File: src/rtl/gen_seq_pkg.sv
// Shared definitions for the run-sequencing controller.
//   seq_state_t : sequencer FSM states
//   ERR_*       : bit positions inside the 3-bit sticky error vector
//   *_W         : widths of the statistics and configuration counters
package gen_seq_pkg;

  typedef enum logic [1:0] {
    IDLE  = 2'd0,
    START = 2'd1,
    RUN   = 2'd2,
    GAP   = 2'd3
  } seq_state_t;

  localparam int ERR_BADCFG = 0;
  localparam int ERR_STRAY  = 1;
  localparam int ERR_STALL  = 2;

  localparam int BEATS_W   = 48;
  localparam int ELAPSED_W = 48;
  localparam int PKTS_W    = 32;
  localparam int RUNS_W    = 16;
  localparam int GAP_W     = 16;

endpackage

File: src/rtl/gen_seq_stats.sv
// Throughput statistics for the run sequencer.
//   clk, resetn  : clock, asynchronous active-low reset
//   clear        : zero all statistics and the stray flag (sequence accepted)
//   beat, tlast  : handshake on the monitored stream and its tlast
//   busy         : sequence in progress; elapsed counts these cycles
//   in_run       : sequencer is in RUN; beats outside RUN are stray
//   beats_total, pkts_total, elapsed : wrapping counters
//   stray        : sticky, a beat was seen outside RUN
module gen_seq_stats
  import gen_seq_pkg::*;
(
  input  logic                 clk,
  input  logic                 resetn,
  input  logic                 clear,
  input  logic                 beat,
  input  logic                 tlast,
  input  logic                 busy,
  input  logic                 in_run,
  output logic [BEATS_W-1:0]   beats_total,
  output logic [PKTS_W-1:0]    pkts_total,
  output logic [ELAPSED_W-1:0] elapsed,
  output logic                 stray
);

  // clear wins over a coincident beat: the new sequence starts from zero
  always_ff @(posedge clk or negedge resetn) begin
    if (!resetn) begin
      beats_total <= '0;
      pkts_total  <= '0;
      elapsed     <= '0;
      stray       <= 1'b0;
    end else if (clear) begin
      beats_total <= '0;
      pkts_total  <= '0;
      elapsed     <= '0;
      stray       <= 1'b0;
    end else begin
      beats_total <= beats_total + BEATS_W'(beat);
      pkts_total  <= pkts_total + PKTS_W'(beat & tlast);
      elapsed     <= elapsed + ELAPSED_W'(busy);
      stray       <= stray | (beat & ~in_run);
    end
  end

endmodule

File: src/rtl/gen_sequencer.sv
// Run-sequencing controller for the debug AXI-Stream data generator.
// Latches a run configuration, pulses gen_start once per run with an idle
// gap between runs, detects end-of-run from the generator's output
// handshake and accumulates beat/packet/elapsed statistics.
//   cfg_start/cfg_abort       : control pulses from the register file
//   cfg_runs/cycles/gap       : run configuration, latched on start
//   gen_start/gen_max_cycles  : generator control
//   mon_tvalid/tready/tlast   : tap on the generator output stream
//   busy/done                 : sequence status, done is a 1-cycle pulse
//   runs_done, beats_total, pkts_total, elapsed : statistics
//   err                       : sticky {stall, stray, bad_cfg}
module gen_sequencer
  import gen_seq_pkg::*;
#(
  parameter int CYC_W = 32,
  parameter int WDOG  = 4096
) (
  input  logic                 clk,
  input  logic                 resetn,
  input  logic                 cfg_start,
  input  logic                 cfg_abort,
  input  logic [RUNS_W-1:0]    cfg_runs,
  input  logic [CYC_W-1:0]     cfg_cycles,
  input  logic [GAP_W-1:0]     cfg_gap,
  output logic                 gen_start,
  output logic [CYC_W-1:0]     gen_max_cycles,
  input  logic                 mon_tvalid,
  input  logic                 mon_tready,
  input  logic                 mon_tlast,
  output logic                 busy,
  output logic                 done,
  output logic [RUNS_W-1:0]    runs_done,
  output logic [BEATS_W-1:0]   beats_total,
  output logic [PKTS_W-1:0]    pkts_total,
  output logic [ELAPSED_W-1:0] elapsed,
  output logic [2:0]           err
);

  localparam int WD_W = $clog2(WDOG + 1);

  seq_state_t        state_q, state_d;
  logic [RUNS_W-1:0] runs_q, runs_d, runs_done_q, runs_done_d, runs_inc;
  logic [GAP_W-1:0]  gap_q, gap_d, gap_cnt_q, gap_cnt_d;
  logic [CYC_W-1:0]  cycles_q, cycles_d, beat_cnt_q, beat_cnt_d, beat_inc;
  logic [WD_W-1:0]   wd_cnt_q, wd_cnt_d;
  logic              gen_start_q, gen_start_d, busy_q, busy_d, done_q, done_d;
  logic              bad_cfg_q, bad_cfg_d, stall_q, stall_d;
  logic              beat, accept, stray;

  assign beat     = mon_tvalid & mon_tready;
  // abort in IDLE masks a coincident start
  assign accept   = (state_q == IDLE) & cfg_start & ~cfg_abort;
  assign beat_inc = beat_cnt_q + CYC_W'(1);
  assign runs_inc = runs_done_q + RUNS_W'(1);

  always_comb begin
    state_d     = state_q;
    runs_d      = runs_q;
    gap_d       = gap_q;
    cycles_d    = cycles_q;
    runs_done_d = runs_done_q;
    beat_cnt_d  = beat_cnt_q;
    gap_cnt_d   = gap_cnt_q;
    wd_cnt_d    = wd_cnt_q;
    bad_cfg_d   = bad_cfg_q;
    stall_d     = stall_q;
    done_d      = 1'b0;
    case (state_q)
      IDLE: begin
        if (accept) begin
          runs_d      = cfg_runs;
          cycles_d    = cfg_cycles;
          gap_d       = cfg_gap;
          runs_done_d = '0;
          bad_cfg_d   = 1'b0;
          stall_d     = 1'b0;
          if (cfg_runs == '0) begin
            done_d = 1'b1;
          end else if (cfg_cycles == '0) begin
            bad_cfg_d = 1'b1;
            done_d    = 1'b1;
          end else begin
            state_d = START;
          end
        end
      end
      START: begin
        beat_cnt_d = '0;
        wd_cnt_d   = '0;
        state_d    = RUN;
      end
      RUN: begin
        if (beat) begin
          wd_cnt_d   = '0;
          beat_cnt_d = beat_inc;
          if (beat_inc == cycles_q) begin
            runs_done_d = runs_inc;
            if (runs_inc == runs_q) begin
              done_d  = 1'b1;
              state_d = IDLE;
            end else if (gap_q == '0) begin
              state_d = START;
            end else begin
              // GAP lasts gap_q cycles; the counter runs down to zero
              gap_cnt_d = gap_q - GAP_W'(1);
              state_d   = GAP;
            end
          end
        end else if (wd_cnt_q == WD_W'(WDOG - 1)) begin
          stall_d = 1'b1;
          done_d  = 1'b1;
          state_d = IDLE;
        end else begin
          wd_cnt_d = wd_cnt_q + WD_W'(1);
        end
      end
      GAP: begin
        if (gap_cnt_q == '0) state_d = START;
        else                 gap_cnt_d = gap_cnt_q - GAP_W'(1);
      end
      default: state_d = IDLE;
    endcase
    // abort overrides any end-of-run or watchdog outcome in the same cycle
    if ((state_q != IDLE) && cfg_abort) begin
      state_d     = IDLE;
      done_d      = 1'b1;
      runs_done_d = runs_done_q;
      stall_d     = stall_q;
    end
    gen_start_d = (state_d == START);
    busy_d      = (state_d != IDLE);
  end

  always_ff @(posedge clk or negedge resetn) begin
    if (!resetn) begin
      state_q     <= IDLE;
      runs_q      <= '0;
      gap_q       <= '0;
      cycles_q    <= '0;
      runs_done_q <= '0;
      beat_cnt_q  <= '0;
      gap_cnt_q   <= '0;
      wd_cnt_q    <= '0;
      bad_cfg_q   <= 1'b0;
      stall_q     <= 1'b0;
      gen_start_q <= 1'b0;
      busy_q      <= 1'b0;
      done_q      <= 1'b0;
    end else begin
      state_q     <= state_d;
      runs_q      <= runs_d;
      gap_q       <= gap_d;
      cycles_q    <= cycles_d;
      runs_done_q <= runs_done_d;
      beat_cnt_q  <= beat_cnt_d;
      gap_cnt_q   <= gap_cnt_d;
      wd_cnt_q    <= wd_cnt_d;
      bad_cfg_q   <= bad_cfg_d;
      stall_q     <= stall_d;
      gen_start_q <= gen_start_d;
      busy_q      <= busy_d;
      done_q      <= done_d;
    end
  end

  gen_seq_stats u_stats (
    .clk         (clk),
    .resetn      (resetn),
    .clear       (accept),
    .beat        (beat),
    .tlast       (mon_tlast),
    .busy        (busy_q),
    .in_run      (state_q == RUN),
    .beats_total (beats_total),
    .pkts_total  (pkts_total),
    .elapsed     (elapsed),
    .stray       (stray)
  );

  assign gen_start      = gen_start_q;
  assign gen_max_cycles = cycles_q;
  assign busy           = busy_q;
  assign done           = done_q;
  assign runs_done      = runs_done_q;
  assign err            = {stall_q, stray, bad_cfg_q};

endmodule
File: config.mk
export PLATFORM = sky130hd
export DESIGN_NAME = gen_sequencer
export DESIGN_NICKNAME = d
export VERILOG_FILES = /design/src/rtl/gen_seq_pkg.sv /design/src/rtl/gen_seq_stats.sv /design/src/rtl/gen_sequencer.sv
export SDC_FILE = /design/constraint.sdc
export NUM_CORES = 1
export LEC_CHECK = 0
export ABC_AREA = 1
export CAP_MARGIN = 20
export CORE_ASPECT_RATIO = 0.5
export CORE_MARGIN = 10
export CORE_UTILIZATION = 30
export CTS_CLUSTER_DIAMETER = 150
export CTS_CLUSTER_SIZE = 20
export DETAILED_ROUTE_END_ITERATION = 8
export PLACE_DENSITY_LB_ADDON = 0.15
export REMOVE_ABC_BUFFERS = 1
export SETUP_SLACK_MARGIN = 0.02
export SLEW_MARGIN = 5
export SYNTH_ARGS = -nofsm -noshare
export SYNTH_HDL_FRONTEND = slang
export SYNTH_SLANG_ARGS = --single-unit
File: constraint.sdc
create_clock -name clk -period 2.17 [get_ports clk]
set_input_delay 0.434 -clock clk [delete_from_list [all_inputs] [get_ports clk]]
set_output_delay 0.434 -clock clk [all_outputs]
set_load 0.05 [all_outputs]
Yosys cells after proc, flatten, opt, wreduce, memory -nomap -nowiden --
Index checks and enable logic that the tools add are counted.
Cells by class: add/sub/neg operators 8, bitwise gates (word level) 9, muxes and demuxes 44, equal/unequal tests 16, reductions and logical operators 17
Operator list (number):
- 16-bit two-way mux | 8
- 48-bit by 1-bit adder with 48-bit output | 2
- 48-bit two-way mux | 2
- 32-bit two-way mux | 2
- 16-bit case mux with 2 select lines | 2
- 32-bit case mux with 2 select lines | 1
- 16-bit zero test | 3
- 32-bit by 1-bit adder with 32-bit output, second input constant | 1
- 32-bit adder | 1
- 32-bit == test | 1
- 32-bit zero test | 1
- 16-bit by 1-bit subtractor with 16-bit output, second input constant | 2
- 13-bit two-way mux | 2
- 13-bit case mux with 2 select lines | 1
- 2-bit two-way mux | 10
- 16-bit by 1-bit adder with 16-bit output, second input constant | 1
- 16-bit == test | 1
- 2-bit inequality test, second input constant | 7
- 13-bit by 1-bit adder with 13-bit output, second input constant | 1
- 13-bit by 12-bit == test with 1-bit output, second input constant | 1
- 1-bit two-way mux | 13
- 5-bit AND reduction | 2
- 2-bit nonzero test | 5
- 2-bit case mux with 4 select lines | 1
- 12 further kinds | 23
Word-level totals: output and inout bits 182, bits of input ports 71, logic and storage cells 111, flip-flop bits (word level) 277

Longest topological paths before layout --
Gate-level depths: netlist of run 1.
depth after elaboration 8, depth in mapped cells 20

By module --
A second synthesis of run 1 with hierarchy kept.
Unflattened totals: cell total of the unflattened synthesis 2515, area total of the unflattened synthesis 17035.1 um^2
By module, submodules not included:
- gen_sequencer | cells each 1352, instances 1, area each 9186.3 um^2, seq. area each 3703.6 um^2
- gen_seq_stats | cells each 1163, instances 1, area each 7848.8 um^2, seq. area each 3228.1 um^2

Worst setup path after synthesis of run 1 --
OpenSTA, ideal clock, no wires.
path kind input to register, from in mon_tvalid, to reg u_stats.pkts_total[24], path slack -730 ps, stages 17, arrival 2781 ps, setup time 119 ps, cell sequence nand2_1 -> nor2_1 -> ha_1 -> ha_1 -> nand2_1 -> nor2_1 -> nand2_1 -> nor2_1 -> nand4_1 -> nor3_1 -> nand3_1 -> nor2_1 -> nand3_1 -> nor4_1 -> nand2_1 -> nand2_1 -> nor2_1
On the way: word-level cells in the longest chain between the ends 4
Ends and longest elaborated chain:
- start: declaration | RTL line gen_sequencer.sv:27 | input logic mon_tvalid,
- 1-bit AND | RTL line gen_sequencer.sv:50 | assign beat = mon_tvalid & mon_tready;
- 1-bit AND | RTL line gen_seq_stats.sv:39 | pkts_total <= pkts_total + PKTS_W'(beat & tlast);
- 32-bit adder | RTL line gen_seq_stats.sv:39
- 32-bit two-way mux | RTL line gen_seq_stats.sv:32 | end else if (clear) begin
- end signal: assignment | RTL line gen_seq_stats.sv:39
- end: declaration | RTL line gen_seq_stats.sv:20 | output logic [PKTS_W-1:0] pkts_total,
No other way between the ends. A chain may end at the register's enable or synchronous reset.

Worst setup path in the final report of run 1 --
from reg beat_cnt_q[0], to reg runs_done_q[2] (netlist: runs_done[2])
On the way: word-level cells in the longest chain between the ends 4
Ends and longest elaborated chain:
- start: declaration | RTL line gen_sequencer.sv:44 | logic [CYC_W-1:0] cycles_q, cycles_d, beat_cnt_q, beat_cnt_d, beat_inc;
- start signal: assignment | RTL line gen_sequencer.sv:155 | beat_cnt_q <= beat_cnt_d;
- 32-bit by 1-bit adder with 32-bit output | RTL line gen_sequencer.sv:53 | assign beat_inc = beat_cnt_q + CYC_W'(1);
- 32-bit == test | RTL line gen_sequencer.sv:96 | if (beat_inc == cycles_q) begin
- 2-bit inequality test (no line)
- 5-bit AND reduction (no line)
- end signal: assignment | RTL line gen_sequencer.sv:154 | runs_done_q <= runs_done_d;
- end: declaration | RTL line gen_sequencer.sv:42 | logic [RUNS_W-1:0] runs_q, runs_d, runs_done_q, runs_done_d, runs_inc;
No other way between the ends.

==> results of run 1 <==
-- registers in the layout, indices dropped and copies added (netlist names) --
name,cells
gen_start,1
wd_cnt_q,13
u_stats.pkts_total,32
beat_cnt_q,32
gen_max_cycles,32
gap_cnt_q,16
stall_q,1
runs_done,16
u_stats.stray,1
u_stats.beats_total,48
gap_q,16
done,1
bad_cfg_q,1
runs_q,16
state_q,2
busy,1
u_stats.elapsed,48
-- power breakdown --
| part | internal (mW) | switching, mW | leakage (nW) |
|---|---|---|---|
| clock network | 1.41 | 1.91 | 0.213 |
| logic | 3.38 | 5.60 | 8.54 |
| registers | 6.04 | 0.748 | 3.73 |
| total | 10.8 | 8.26 | 12.5 |
-- cells in the mapped netlist (2+ instances only) --
master    number
or2_2          2
xnor2_1        6
o21ai_0      128
and3_1         3
nand2_1      646
a21oi_1       91
nor3_1        75
xor2_1        34
buf_4          4
o22ai_1       17
xnor3_1        2
dfrtp_1      277
o21ai_4        3
a31oi_1        7
nor2_8         4
nand4_1       80
o21ba_2        2
nor3b_1       10
buf_6          2
nand2_2        8
nand3b_1      15
o21bai_1       3
nand3_1      140
nand2_4        2
buf_2          5
clkbuf_1      40
nor2_1       234
o21a_1        15
and2_1         3
inv_2          3
nor4_1        60
nor2_4         7
nor2_2         8
ha_1          10
inv_1        286
o221a_2        2
o21ai_1        3
nor3_2         2
clkinv_1       2
-- per-layer routing --
| layer | vias to the layer above | wire (um) |
|---|---|---|
| met4 | 0 | 1470 |
| met5 | - | 0 |
| met3 | 73 | 1540 |
| li1 | 8762 | - |
| met1 | 8278 | 25700 |
| met2 | 253 | 30000 |
-- kinds of logic (layout without fill, tap and decap cells) --
group           Yosys count  after routing
buf+inv                 343           1040
compound gates          276            278
flops                   277            277
fa+ha+maj                10             10
simple gates           1301           1301
xor+xnor                 43             43
-- per-stage QoR --
step	power, mW	setup TNS (ps)	worst slack, ps
global route	20.4	-37800	-686
CTS	19.0	-23050	-519
finish	19.1	-22720	-490
global placement	15.4	-73590	-1190
detailed placement	15.5	-77690	-1290
floorplan	11.6	-627950	-4330
-- final cells by class --
class	count	area (sq um)	share of cell area [%]
inverters	291	1120	4.51
multi-input cells	1632	9200	37.1
flip-flops and latches	277	6930	28.0
clock inverters	1	5.00	0.0202
well taps	701	877	3.54
repair buffers	731	6240	25.2
clock buffers	17	425	1.72
-- worst paths after layout --
| kind | startpoint | endpoint | slack, ps | cells past startpoint |
|---|---|---|---|---|
| min reg2reg | wd_cnt_q[12] | wd_cnt_q[12] | 460 | 1 |
| min | resetn | beat_cnt_q[14] | 410 | 2 |
| max in group asynchronous | resetn | u_stats.pkts_total[24] | 1030 | 3 |
| max reg2reg | beat_cnt_q[0] | runs_done[2] | -490 | 17 |
| max | beat_cnt_q[0] | runs_done[2] | -490 | 17 |
| min in group clk | cfg_gap[14] | gap_q[14] | 430 | 3 |
-- repair_timing --
item / CTS / global route
endpoints found under the setup margin: 275 / 144
cloned: 2 / 1
endpoints found under the hold margin: 43 / 0
buffers inserted: 60 / 55
pin swaps: 70 / 120
hold buffers: 1 / 0
resized for setup: 368 / 219
==> flow_summary.ini, run 1 <==
[run_status]
status = complete, but fails checks
violations = negative setup slack

[sta]
setup_ws_ps = -490
finalHoldViolations = 0
finalCriticalPeriod_ps = 2660
relSlewSlack_pct = 45.8
post-route-period-util_pct = 123
holdWs_ps = 413
setup_viol = 77
slew_viol_final = 0
finalClockSkew_ps = 22.2
rsz0062_at_grt = true
fmax_ghz = 0.376
tightest_slew_ps = 805

[grt]
grt-ovfl-total = 0
grt_start_max_net_pins = 62
grt_pass1_wl_mm = 92.8
antenna_found_initial = 0
grt_use_total_pct = 17.5
grtUsageMet1_pct = 21.6
grt_pass1_vias = 17400
grt-busiest-layer = met2
use_met2_pct = 32.5
grt_use_met3_pct = 1.90

[setup_path]
critPathMaxFanout = 8
cpMostUsedCell = nand2_1
startpoint_type = flip-flop
worstSetupPathType = flip-flop to flip-flop
cp.arrival_ps = 3080
cp_num_buf_inv = 1
worstPathCellList = ha_4 > nand2_4 > nor2_8 > nand2_4 > nor2_4 > buf_4 > nand3_1 > nand3_2 > nand2_1 > nor2_2 > nand2_2 > nor2_4 > nand3_4 > nor2_8 > o21ai_4 > nand2_1 > nand2_1
critPathSlowestCell = dfrtp_1
path_delay_family = simple AND/OR/NAND/NOR gates
setup.worst_path.end_class = flip-flop
max_stage_delay_ps = 400
cp.required_ps = 2590

[logic_synthesis]
synth_top_family_by_area = simple AND/OR/NAND/NOR gates
yosys_warnings = 0
ys_ff_latch = 277
async_flop_share_pct = 100
synthFlopType = dfrtp_1
synth_edf_count = 0
synth_area_sq_mm = 0.0161
ys_types = 48
muxShareOfSynthArea_pct = 0
yosys.area.top_type_share_pct = 42.9
synthAdderAreaFrac_pct = 0.775
synth_xor_area_share_pct = 2.55
yosys.area_share.simple_pct = 36.0
yosys.area.top_type = dfrtp_1
postSynthCellCount = 2250
seq_area_frac_synth_pct = 42.9
syn-mean-instance-area_sq_um = 7.17
ys_top_cells_by_area = dfrtp_1, nand2_1, inv_1
synth-compound-area-share_pct = 9.48

[drt]
via_count = 17400
vias_per_cell = 4.76
drt-initial-drc-count = 853
wirelength_mm = 58.7
final_antenna_net_count = 0
drcViolationCount = 0
drtPass1Iterations = 5
wire_per_inst_um = 16.1

[power_and_ir_drop]
ir_worst_vdd_mv = 0.737
power.density_mw_per_mm2 = 770
p_leak_nw = 12.5

[clock_network]
cts_sinks = 277
cts-root-buf = clkbuf_16
insertion_delay_ps = 530
cts_made_buffers = 17
clockBufferDepth = 3
cts_max_level = 1
clkTransAtPathRegs_ps = 90
cts_tree = done

[placed_design]
port_buffers = 252
place_congestion = 0.867
dp.cells = 3539
hpwl_mm = 43.3
placed_area_sq_mm = 0.0224

[cells_and_area]
postLayoutCellArea_sq_mm = 0.0248
mostFrequentLayoutCell = nand2_1
fin_nets = 3031
fill_cells = 5340
drive_above_1_share_pct = 27.4
syn2layout_area_growth_pct = 53.7
final_cell_mix = nand2_1, buf_4, dfrtp_1
fin_util_pct = 47.2
final_cells = 3650
antenna_cells = 0

[die]
core-area_sq_mm = 0.0526
start_util_pct = 30.7
io-pin-count = 253
die_area_sq_mm = 0.0640
rows = 59
die_w_um = 348
die_height_um = 184

[min_path]
hold_path.class = input pin to asynchronous set/reset pin

[job]
maxCapViolations = 0
Note: power is estimated with default switching activity, not from simulation.
==> inputs of run 2 (changes only) <==
CTS_CLUSTER_DIAMETER = 40   (was 150)
REMOVE_ABC_BUFFERS = unset   (was 1)
==> run 2 against run 1 <==
The flow still finishes with violations (negative setup slack). Wire length rose by 3.6%. Via count rose by 0.71%. Setup slack got worse by 44 ps. Count of clock-buffer cells in the layout rose by 31. Hold slack got worse by 32 ps. First-iteration DRC count rose by 22%. Total power rose by 17%. Fmax fell by 1.6%. Flip-flop and latch count did not move.
==> flow_summary.ini, run 2 (same netlist as run 1, synthesis figures left out) <==
[run_status]
status = complete, but fails checks
violations = negative setup slack

[sta]
relSlewSlack_pct = 45.5
setup_viol = 70
fmax_ghz = 0.370
setup_ws_ps = -534
holdWs_ps = 382
rsz0062_at_grt = true
tightest_slew_ps = 810
slew_viol_final = 0
post-route-period-util_pct = 125
finalCriticalPeriod_ps = 2700
finalHoldViolations = 0
finalClockSkew_ps = 21.1

[job]
maxCapViolations = 0

[drt]
drtPass1Iterations = 5
final_antenna_net_count = 0
vias_per_cell = 4.72
drcViolationCount = 0
drt-initial-drc-count = 1039
wirelength_mm = 60.7
via_count = 17500
wire_per_inst_um = 16.4

[cells_and_area]
final_cells = 3702
fill_cells = 5225
final_cell_mix = nand2_1, buf_4, inv_1
fin_nets = 3052
syn2layout_area_growth_pct = 59.2
multi_input_area_sq_mm = 0.00930
largestRegisters = u_stats.beats_total x48, u_stats.elapsed x48
drive_above_1_share_pct = 30.1
postLayoutCellArea_sq_mm = 0.0257
mostFrequentLayoutCell = nand2_1
ff_latch_area_sq_mm = 0.00696
fin_util_pct = 48.9
antenna_cells = 0

[logic_synthesis]
synth_nets = 2331

[grt]
grt_pass1_vias = 17700
grt-ovfl-total = 0
grt_pass1_wl_mm = 96.6
grt_start_max_net_pins = 54
antenna_found_initial = 1
grt_use_total_pct = 18.5

[setup_path]
setup.worst_path.end_class = flip-flop
critPathMaxFanout = 8
critPathSlowestCell = dfrtp_1
worstPathCellList = ha_4 > nand2_4 > nor2_8 > buf_6 > nand2_1 > nand2_1 > inv_1 > nand2_1 > nand3_2 > nor2_4 > nand2_1 > nor2_1 > nand2_2 > nor2_4 > nand3_4 > nor2_8 > o21ai_4 > nand2_1 > nand2_1
r2r_slack_ps = -530
r2r_cells = 19
cp.arrival_ps = 3140
worstSetupPathType = flip-flop to flip-flop
cpMostUsedCell = nand2_1
r2r-end = runs_done[12]
max_stage_delay_ps = 390
rr_startpoint = beat_cnt_q[1]
cp.required_ps = 2600
startpoint_type = flip-flop

[placed_design]
placed_area_sq_mm = 0.0227
hpwl_mm = 45.6
place_congestion = 0.882
port_buffers = 252
dp.cells = 3550

[die]
start_util_pct = 30.7
die_height_um = 184
die_w_um = 348
die_area_sq_mm = 0.0640
core-area_sq_mm = 0.0526
rows = 59
io-pin-count = 253

[clock_network]
cts_max_level = 2
cts_tree = done
cts_sinks = 277
cts-root-buf = clkbuf_16
cts_made_buffers = 39
clockBufferDepth = 3
clkTransAtPathRegs_ps = 70
insertion_delay_ps = 550

[power_and_ir_drop]
p_leak_nw = 12.8
ir_worst_vdd_mv = 0.529
p_total_mw = 22.3
power.density_mw_per_mm2 = 869

[min_path]
hold_path.class = input pin to asynchronous set/reset pin
-- run 2: cell types whose count changed in the layout (fill, tap and decap cells not counted), sizes merged --
cell,previous run,this run
clkbuf,20,52
buf,499,510
dlygate4sd2,159,149
inv,289,297
clkinv,2,9
clkinvlp,1,6
dlymetal6s2s,3,0
bufinv,0,2
-- run 2: per-stage QoR --
step / TNS (ps) / setup WS [ps]
global placement: -66690 / -1210
detailed placement: -69930 / -1230
floorplan: -10280 / -610
finish: -21840 / -534
CTS: -19760 / -458
global route: -35700 / -706
-- run 2: metal layers --
metal,global-route usage [%],vias up,wire (um)
met5,0,-,0
met4,4.86,0,1430
met3,2.54,89,1990
met2,33.4,283,31100
met1,22.9,8260,26300
li1,-,8857,-
-- run 2: final cells by class --
cell class | count | share of cell area [%]
tap | 701 | 3.41
clock buffer | 48 | 4.21
sequential | 277 | 27.1
clock inverter | 23 | 0.842
timing repair buffer | 730 | 23.9
inverter | 291 | 4.33
multi-input combinational | 1632 | 36.2
-- run 2: worst max-delay path by stage --
stage	from	end	slack, ps	cells after the start
CTS	beat_cnt_q[0]	runs_done[12]	-460	18
global placement	mon_tvalid	u_stats.pkts_total[28]	-1210	18
floorplan	mon_tvalid	u_stats.pkts_total[28]	-610	17
detailed placement	mon_tready	u_stats.pkts_total[28]	-1230	18
finish	beat_cnt_q[1]	runs_done[12]	-530	19
global route	beat_cnt_q[1]	gen_start	-710	20
-- run 2: report_power, final --
part	internal, mW	total (mW)	leakage, nW	switching (mW)
clock network	3.84	6.52	0.626	2.67
registers	6.07	6.83	3.69	0.767
logic	3.34	8.99	8.47	5.65
total	13.3	22.3	12.8	9.09
-- run 2: critical path, delay by kind of cell, from the launching register on --
kind / cells / cell delay, ps
and+or+nand+nor: 15 / 1670
DFF: 1 / 390
buffers and inverters: 2 / 200
adders and majority gates: 1 / 170
AOI/OAI and AO/OA: 1 / 160
-- run 2: repair_timing --
action                                  in CTS  in global routing
endpoints found under the setup margin     253                119
setup buffers                               65                 31
gates cloned                                 2                  0
hold endpoints to repair                    34                  0
resized for setup                          291                215
pin swaps                                   77                 99
hold buffers                                 1                  0
==> inputs of run 3 (changes only) <==
ABC_AREA = unset   (was 1)
==> run 3 against run 2 <==
The flow still finishes with violations (negative setup slack). Sequential power decreased by 13%. Synthesized cell count is 21% lower. Flip-flop and latch count unchanged. Via count fell by 13%. First-iteration DRC count decreased by 13%. Cell area shrank 6.7%. Die area fell by 4.7%. Wire length is 13% lower. Register-to-register slack got worse by 890 ps. Critical path type unchanged. Highest routed layer unchanged.
==> flow_summary.ini, run 3 <==
[sta]
rsz0062_at_grt = true
finalCriticalPeriod_ps = 3600
holdWs_ps = 285
tns_ps = -47580
setup_ws_ps = -1430
setup_viol = 57
finalHoldViolations = 0
finalClockSkew_ps = 17.7
relSlewSlack_pct = 60.3
post-route-period-util_pct = 166
slew_viol_final = 0
fmax_ghz = 0.278
tightest_slew_ps = 580

[die]
die_w_um = 340
io-pin-count = 253
start_util_pct = 30.4
die_area_sq_mm = 0.0610
core-area_sq_mm = 0.0504
rows = 58
die_height_um = 180

[clock_network]
clockBufferDepth = 3
cts_tree = done
cts_made_buffers = 37
cts_sinks = 277
clkTransAtPathRegs_ps = 70
cts-root-buf = clkbuf_16
insertion_delay_ps = 550
cts_max_level = 2

[logic_synthesis]
synth_top_family_by_area = simple AND/OR/NAND/NOR gates
ys_top_cells_by_area = dfrtp_1, nand2_1, xor2_1
yosys.area.top_type = dfrtp_1
ys_ff_latch = 277
seq_area_frac_synth_pct = 45.3
synthFlopType = dfrtp_1
synth_area_sq_mm = 0.0153
yosysMostFrequentCell = nand2_1
synth-compound-area-share_pct = 11.0
yosys.area.top_type_share_pct = 45.3
synthAdderAreaFrac_pct = 0.817
ys_types = 71
syn-mean-instance-area_sq_um = 8.61
async_flop_share_pct = 100
yosys.area_share.simple_pct = 28.2
muxShareOfSynthArea_pct = 1.69
synth_xor_area_share_pct = 9.83
synth_edf_count = 0
yosys_warnings = 0
synth_nets = 1861
postSynthCellCount = 1780
synth_common_cells = nand2_1, dfrtp_1, nor2_1

[drt]
wirelength_mm = 52.7
via_count = 15200
wire_per_inst_um = 16.8
vias_per_cell = 4.86
drt-initial-drc-count = 905
drtPass1Iterations = 5
drcViolationCount = 0
final_antenna_net_count = 0

[cells_and_area]
final_cell_mix = buf_4, nand2_1, dfrtp_1
fin_util_pct = 47.6
fill_cells = 4969
fin_nets = 2498
multi_input_area_sq_mm = 0.00882
drive_above_1_share_pct = 30.4
ff_latch_area_sq_mm = 0.00698
mostFrequentLayoutCell = buf_4
syn2layout_area_growth_pct = 56.5
largestRegisters = u_stats.beats_total x48, u_stats.elapsed x48
antenna_cells = 0

[setup_path]
cp.arrival_ps = 4030
r2r_slack_ps = -1430
r2r-end = gap_cnt_q[3]
setup.worst_path.end_class = flip-flop
r2r_cells = 10
rr_startpoint = beat_cnt_q[0]
worstSetupPathType = flip-flop to flip-flop
startpoint_type = flip-flop
critPathMaxFanout = 4
cp.required_ps = 2610

[placed_design]
port_buffers = 252
place_congestion = 0.861
dp_slack_ps = -1430
hpwl_mm = 39.1

[power_and_ir_drop]
p_leak_nw = 11.3
ir_worst_vdd_mv = 0.484
p_total_mw = 16.3
power.density_mw_per_mm2 = 681

[grt]
grt_start_max_net_pins = 76
grt_pass1_wl_mm = 84.8
grt_pass1_vias = 15300
grt-ovfl-total = 0
grt_use_total_pct = 16.7
antenna_found_initial = 0

[job]
maxCapViolations = 0

[min_path]
hold_path.class = input pin to asynchronous set/reset pin

[run_status]
status = complete, but fails checks
violations = negative setup slack
run 3: what timing repair did:
item | in CTS | in global routing
gates cloned | 1 | 1
gates resized for setup | 216 | 93
hold buffers | 1 | 0
hold endpoints to repair | 106 | 0
setup buffers | 21 | 22
pin swaps | 49 | 55
setup endpoints to repair | 227 | 106
run 3: worst max path at each step:
stage / start / endpoint / cells past startpoint
CTS: beat_cnt_q[0] / gap_cnt_q[3] / 10
detailed placement: beat_cnt_q[0] / gap_cnt_q[3] / 10
global placement: beat_cnt_q[0] / gap_cnt_q[3] / 10
finish: beat_cnt_q[0] / gap_cnt_q[3] / 10
floorplan: beat_cnt_q[1] / gap_cnt_q[3] / 12
global route: beat_cnt_q[0] / gap_cnt_q[3] / 10
run 3: kinds of logic after synthesis:
family / after synthesis
and+or+nand+nor: 900
DFF: 277
AOI/OAI and AO/OA: 275
xor gates and xnor gates: 172
buffers and inverters: 121
muxes: 25
adders and majority gates: 10
run 3: cell type report:
type                            instances  share of cell area (%)
Sequential cell                       277                    29.1
Multi-Input combinational cell       1382                    36.8
Inverter                               28                   0.449
Timing Repair Buffer                  691                    24.5
Tap cell                              690                    3.60
Clock inverter                         25                    1.35
Clock buffer                           42                    4.16
run 3: per-layer routing:
layer	global-route usage (%)	wire, um	vias to the layer above
li1	-	-	7529
met1	20.9	22800	7423
met2	29.7	26900	231
met3	2.92	1960	64
met4	3.81	1080	0
met5	0	0	-
run 3: report_power, final:
| group | total (mW) | internal [mW] | switching, mW |
|---|---|---|---|
| sequential | 5.95 | 5.60 | 0.358 |
| combinational | 3.67 | 1.62 | 2.05 |
| clock | 6.69 | 4.00 | 2.69 |
run 3: worst max-delay path, stage by stage (launching register included):
cell	delay, ps
dfrtp_1	390
ha_4	170
nand2_4	50
or4_4	570
or4_4	570
a21oi_4	140
o22ai_2	110
or4_4	500
o21a_1	210
or4_1	480
a221o_1	300
run 3: through the flow:
step / area (sq um) / instances
after global placement: 21800 / 3026
final: 24000 / 3135
after CTS: 23400 / 3115
after floorplan: 15900 / 1780
after detailed placement: 21800 / 3026
after global routing: 24000 / 3135
